File: config.mk
export PLATFORM = sky130hd
export DESIGN_NAME = pipe_elastic_3
export DESIGN_NICKNAME = d
export VERILOG_FILES = /design/src/rtl/pipe_elastic_3.sv
export SDC_FILE = /design/constraint.sdc
export NUM_CORES = 1
export LEC_CHECK = 0
export CORE_UTILIZATION = 48
export DETAILED_ROUTE_END_ITERATION = 8
export GPL_TIMING_DRIVEN = 0
export PLACE_DENSITY = 0.73
export SLEW_MARGIN = 10
export SYNTH_ARGS = -nofsm -noshare
export SYNTH_HDL_FRONTEND = slang
export SYNTH_SLANG_ARGS = --single-unit
File: constraint.sdc
create_clock -name clk -period 1.78 [get_ports clk]
set_input_delay 0.534 -clock clk [delete_from_list [all_inputs] [get_ports clk]]
set_output_delay 0.534 -clock clk [all_outputs]
set_load 0.03 [all_outputs]
File: src/rtl/pipe_elastic_3.sv
// pipe_elastic_3 -- three-stage, 8-bit elastic pipeline register.
//
// Each accepted byte travels s1 -> s2 -> s3 and is presented on out_data
// from s3. A stage advances when it is valid and the stage ahead is empty or
// emptying on the same edge, so bubbles collapse while the sink stalls.
// Order is strictly FIFO; nothing is dropped or duplicated.
//
// Optional feature, macro PIPE_ELASTIC_SKID_EN:
//   defined   - a one-entry skid buffer sits ahead of s1, capacity is 4 and
//               in_ready is a register (no combinational out_ready path).
//   undefined - no skid buffer, capacity 3, in_ready combinational from
//               out_ready through the stage chain.
//
// Ports:
//   clk        rising-edge clock
//   rst        asynchronous, active-high reset
//   in_valid   producer presents in_data
//   in_ready   block accepts in_data this cycle
//   in_data    input byte
//   out_valid  out_data holds a valid byte (stage 3 valid)
//   out_ready  consumer takes out_data this cycle
//   out_data   output byte from stage 3
//   occupancy  registered count of held bytes after the last edge

module pipe_elastic_3 (
  input  logic       clk,
  input  logic       rst,
  input  logic       in_valid,
  output logic       in_ready,
  input  logic [7:0] in_data,
  output logic       out_valid,
  input  logic       out_ready,
  output logic [7:0] out_data,
  output logic [2:0] occupancy
);

  localparam int DATA_W = 8;

  logic              vld_p1, vld_p2, vld_p3;
  logic [DATA_W-1:0] data_p1, data_p2, data_p3;
  logic              vld_p1_nxt, vld_p2_nxt, vld_p3_nxt;
  logic [2:0]        occ_q, occ_nxt;

  logic              pop;
  logic              ld_p3, ld_p2, ld_p1;
  logic              s1_free;
  logic              push;
  logic [DATA_W-1:0] src_p1;

  // Load decisions ripple back from the sink: a stage can take a byte when
  // the stage ahead is empty or is handing its byte on this same edge.
  always_comb begin
    pop     = vld_p3 && out_ready;
    ld_p3   = vld_p2 && (!vld_p3 || pop);
    ld_p2   = vld_p1 && (!vld_p2 || ld_p3);
    s1_free = !vld_p1 || ld_p2;
  end

`ifdef PIPE_ELASTIC_SKID_EN

  logic              vld_sk, vld_sk_nxt;
  logic [DATA_W-1:0] data_sk;
  logic              rdy_q;
  logic              ld_sk;

  // in_ready is registered as !vk, so a push can only happen with the skid
  // empty; a held skid byte always goes into s1 before new input is taken.
  always_comb begin
    push       = in_valid && rdy_q;
    ld_sk      = push && !s1_free;
    ld_p1      = s1_free && (vld_sk || push);
    src_p1     = vld_sk ? data_sk : in_data;
    vld_sk_nxt = vld_sk;
    if (ld_sk)
      vld_sk_nxt = 1'b1;
    else if (vld_sk && s1_free)
      vld_sk_nxt = 1'b0;
  end

  always_ff @(posedge clk or posedge rst) begin
    if (rst) begin
      vld_sk  <= 1'b0;
      data_sk <= '0;
      rdy_q   <= 1'b1;
    end else begin
      vld_sk <= vld_sk_nxt;
      rdy_q  <= !vld_sk_nxt;
      if (ld_sk)
        data_sk <= in_data;
    end
  end

  assign in_ready = rdy_q;

`else

  always_comb begin
    push   = in_valid && s1_free;
    ld_p1  = push;
    src_p1 = in_data;
  end

  assign in_ready = s1_free;

`endif

  // Next valid bits: a loading stage becomes valid, a stage that moves on
  // without being refilled is cleared, otherwise it holds.
  always_comb begin
    vld_p1_nxt = ld_p1 ? 1'b1 : (ld_p2 ? 1'b0 : vld_p1);
    vld_p2_nxt = ld_p2 ? 1'b1 : (ld_p3 ? 1'b0 : vld_p2);
    vld_p3_nxt = ld_p3 ? 1'b1 : (pop   ? 1'b0 : vld_p3);
    occ_nxt    = {2'b00, vld_p1_nxt} + {2'b00, vld_p2_nxt} + {2'b00, vld_p3_nxt};
`ifdef PIPE_ELASTIC_SKID_EN
    occ_nxt    = occ_nxt + {2'b00, vld_sk_nxt};
`endif
  end

  always_ff @(posedge clk or posedge rst) begin
    if (rst) begin
      vld_p1  <= 1'b0;
      vld_p2  <= 1'b0;
      vld_p3  <= 1'b0;
      data_p1 <= '0;
      data_p2 <= '0;
      data_p3 <= '0;
      occ_q   <= '0;
    end else begin
      // stage 1 boundary
      vld_p1 <= vld_p1_nxt;
      if (ld_p1)
        data_p1 <= src_p1;
      // stage 2 boundary
      vld_p2 <= vld_p2_nxt;
      if (ld_p2)
        data_p2 <= data_p1;
      // stage 3 boundary
      vld_p3 <= vld_p3_nxt;
      if (ld_p3)
        data_p3 <= data_p2;
      occ_q <= occ_nxt;
    end
  end

  assign out_valid = vld_p3;
  assign out_data  = data_p3;
  assign occupancy = occ_q;

endmodule

## Word-level counts from Yosys, hierarchy flattened

Cells that the tools add are included.

- Logic and storage cells: 25
- Output and inout port bits: 13
- Bits in registers: 30
- Input port bits: 12

- Add/subtract/negate cells: 2
- Reductions and logical operators: 10
- Mux-type cells: 6

Operator list:

| kind | count |
|---|---|
| 2-to-1 mux 1 bit | 6 |
| logical AND 1 bit | 4 |
| adder 2 x 1 -> 3 bit | 1 |
| zero test 1 bit | 3 |
| logical OR 1 bit | 3 |
| adder 1 x 1 -> 2 bit | 1 |

## Longest topological paths before layout

- Word-level depth: 10
- Gate-level depth with buffers: 5
- Mapped depth without buffers: 5

## Worst setup path before layout

OpenSTA, ideal clock, no wires.

- Kind: input to register
- Start: input out_ready
- End: register occ_q[0] (netlist: occupancy[0])
- Required time: 1.666 ns
- Setup time: 0.114 ns
- Path buffers: 0
- Data arrival time: 1.832 ns
- Slack: -0.166 ns
- Stages on the path: 4
- Cell sequence: nand4b_1 > nor2b_1 > fa_1 > inv_1

- Word-level cells in the longest chain between the ends: 10
- Elaborated cells between the ends (all ways): 15
- Classes of those cells: add/sub: 2; mux: 6; reduce/logical: 7

RTL lines:

| item | line | RTL |
|---|---|---|
| start, declared | 32 | `input logic out_ready,` |
| logical AND 1 bit * | 53 | `pop = vld_p3 && out_ready;` |
| logical OR 1 bit | 54 | `ld_p3 = vld_p2 && (!vld_p3 \|\| pop);` |
| logical AND 1 bit | 54 |  |
| logical OR 1 bit | 55 | `ld_p2 = vld_p1 && (!vld_p2 \|\| ld_p3);` |
| logical AND 1 bit | 55 |  |
| logical OR 1 bit | 56 | `s1_free = !vld_p1 \|\| ld_p2;` |
| logical AND 1 bit | 98 | `push = in_valid && s1_free;` |
| 2-to-1 mux 1 bit | 110 | `vld_p1_nxt = ld_p1 ? 1'b1 : (ld_p2 ? 1'b0 : vld_p1);` |
| adder 1 x 1 -> 2 bit | 113 | `occ_nxt = {2'b00, vld_p1_nxt} + {2'b00, vld_p2_nxt} + {2'b00, vld_p3_nxt};` |
| adder 2 x 1 -> 3 bit * | 113 |  |
| net occ_nxt[0] | 42 | `logic [2:0] occ_q, occ_nxt;` |
| end signal, assigned | 141 | `occ_q <= occ_nxt;` |
| end, declared | 42 |  |

The timed path passes the listed nets; every way through them passes the cells marked *.
A chain may end at the register's enable or synchronous reset.

## Final worst setup path

- Start: input out_ready
- End: output in_ready

- Word-level cells in the longest chain between the ends: 6

RTL lines:

| item | line | RTL |
|---|---|---|
| logical AND 1 bit | 53 |  |
| logical OR 1 bit | 54 |  |
| logical AND 1 bit | 54 |  |
| logical OR 1 bit | 55 |  |
| logical AND 1 bit | 55 |  |
| logical OR 1 bit | 56 |  |
| end, declared | 29 | `output logic in_ready,` |

Every way passes these cells.

==> summary.md <==
| Metric | Value |
|---|---|
| Flops & latches, synth | 29 |
| Drc violations | 0 |
| Worst-Margin Slew | 1.049 ns |
| Final Util | 66.43% |
| Maxcap violations | 0 |
| Delay-heaviest family, CP | buffers and inverters |
| VDD IR max | 0.6830 mV |
| Worst Path Max Fanout | 2 |
| P_leak | 0.7138 nW |
| Hpwl dp | 1211 um |
| DR pass1 iterations | 2 |
| Total negative slack | 0 ns |
| Initial Util | 51.50% |
| CP Capture Type | primary output |
| DIE WIDTH | 51.19 um |
| Via count | 632 |
| Cell row count | 17 |
| Cells after synthesis | 72 |
| Crit. path cell count | 3 |
| First-pass GRT wire length | 2918 um |
| Kind of critical path | input pin to primary output |
| Slowest CP cell | dlygate4sd2_1 |
| Layout cells sized above 1 | 39.42% |
| Max Root-Sink Buffers | 2 |
| Gr usage total | 16.98% |
| Wirelength per Cell | 12.92 um |
| Fill count | 196 |
| Num CTS Buffers | 5 |
| Total power draw | 1.943 mW |
| Total global routing overflow | 0 |
| Hold-fix buffers, CTS | 0 |
| Ant diodes | 0 |
| CTS tree | built |
| Worst Path Arrival | 1.20 ns |
| Die ar. | 2620 sq um |
| Req. time, crit path | 1.25 ns |
| Avg Cell Area, Syn | 16.13 sq um |
| Number of antenna-violating nets in the routed design | 0 |
| Worst Setup Start Kind | input pin |
| Largest net degree at the start of global routing | 30 |
| Rel. slew slack | 29.98% |
| WP buf/inv | 2 |
| Io pins | 25 |
| Die Height | 51.19 um |
| Fin crit share | 97.27% |
| Pwr per Cell Area | 1297 nW/um^2 |
| Design area | 1498 sq um |
| GPL Wtd Cong | 0.7622 |
| Initial antenna violation count | 0 |
| Clock latency at the later pin of the worst-skew pair | 0.32 ns |
| Syn Nets | 85 |
| Final #Nets | 116 |
| Unrepaired setup endpoints after global routing | false |
| Area grow syn2layout | 28.99% |
| CP max stage delay | 0.27 ns |
| Yosys Warn Count | 0 |
| WL final | 1705 um |
| Seq/Total Area, Yosys | 62.50% |
| CTS root buf | clkbuf_4 |
| Mapped Area | 1161 sq um |
| Core ar. | 2255 sq um |
| Vias in the first global route | 622 |
| Port-buffer cells | 23 |
| CTS sink cnt | 29 |
| H-tree depth | 2 |
| Final Slew Violations | 0 |
| Clock Skew | 0.008702 ns |
| DRT iter0 DRCs | 4 |
| CP Cell Sequence | dlygate4sd2_1 -> nand4b_1 -> buf_6 |
| DR vias/cell | 4.788 |
| Status | finished clean |
| R2R cell count | 5 |
| Final Hold Viols | 0 |
| Post-synth cell types | 16 |
| Minimum clock period | 1.731 ns |
| Dpl cell area | 1434 sq um |
| Final setup viols | 0 |
| Fmax | 0.5775 GHz |
| Hold Path Class | flip-flop to flip-flop |
| Clock slew at the register clock pins of the worst setup and hold paths | 0.09 ns |
| Hold Path Depth | 1 |
[sequential cells by signal (all words and copies together), names as in the netlist]
name       count
out_valid      1
occupancy      2
data_p1        8
out_data       8
data_p2        8
vld_p1         1
vld_p2         1
[layout by cell type, fill, tap and decap left out]
master,n
fa_1,1
clkbuf_4,5
clkinv_2,1
dfrtp_1,29
mux2_4,8
clkbuf_8,2
buf_6,2
nand4b_1,1
inv_1,6
a21oi_1,1
nor2b_4,2
conb_1,1
nand2_2,1
or2_2,1
buf_4,3
mux2_2,16
dlygate4sd2_1,12
a21bo_1,1
nand2b_1,1
clkdlybuf4s50_1,10
[layout make-up]
type,count,area (sq um),area share (%)
timing repair buffer,24,224.0,14.95
multi-input combinational,34,394.1,26.32
clock buffer,7,65.06,4.344
clock inverter,1,5.005,0.3342
buffer,3,26.28,1.754
tap,28,35.03,2.339
inverter,6,22.52,1.504
sequential,29,725.7,48.45
[layer usage]
layer / GRT usage [%] / wire length (um) / vias up
li1: - / - / 300
met1: 21.58 / 791 / 310
met2: 23.25 / 794 / 17
met3: 5.655 / 73 / 5
met4: 13.89 / 46 / 0
met5: 0 / 0 / -
[cell usage after synthesis]
master	n	area, sq um
or2_2	1	6.260
a21oi_1	1	5.000
a21bo_1	1	10.01
inv_1	6	22.52
conb_1	1	3.750
nand2_2	1	6.260
nand4b_1	1	8.760
fa_1	1	20.02
mux2_4	8	120.1
buf_6	1	11.26
nor2b_1	1	6.260
nand2b_1	1	6.260
mux2_2	16	180.2
dfrtp_1	29	725.7
nor2b_4	1	13.76
buf_4	2	15.01
[kinds of logic after synthesis]
kind of cell	count (synthesis)	synth area share, %
other	1	0.3230
adders and majority gates	1	1.724
DFF	29	62.50
muxes	24	25.86
and+or+nand+nor	6	4.096
buffers and inverters	9	4.202
AOI/OAI and AO/OA	2	1.293
[per-stage QoR]
step	std cells	setup slack (ns)	hold slack (ns)
final	132	0.04854	0.5031
after global routing	132	0.01373	0.5177
after CTS	132	0.04644	0.5084
after detailed placement	123	-0.6981	0.4906
after global placement	123	-0.6912	0.4809
after floorplan	72	-0.08030	0.4762
[final timing paths]
path / from / endpoint / slack (ns)
min: out_data[7] / out_data[7] / 0.50
min reg2reg: out_data[7] / out_data[7] / 0.50
max reg2reg: vld_p2 / occupancy[0] / 0.29
max: out_ready / in_ready / 0.05
max in group asynchronous: rst / occupancy[0] / 0.38
min in group asynchronous: rst / data_p1[7] / 0.76
[timing repair]
| item | CTS | global route |
|---|---|---|
| resized for setup | 19 | 0 |
| endpoints found under the setup margin | 12 | 0 |
| buffers inserted | 1 | 0 |
[power breakdown]
| part | switching (mW) | internal, mW | total [mW] |
|---|---|---|---|
| Combinational | 0.307 | 0.286 | 0.593 |
| Clock | 0.220 | 0.229 | 0.448 |
| Sequential | 0.0784 | 0.823 | 0.901 |
Note: power is estimated with default switching activity, not from simulation.
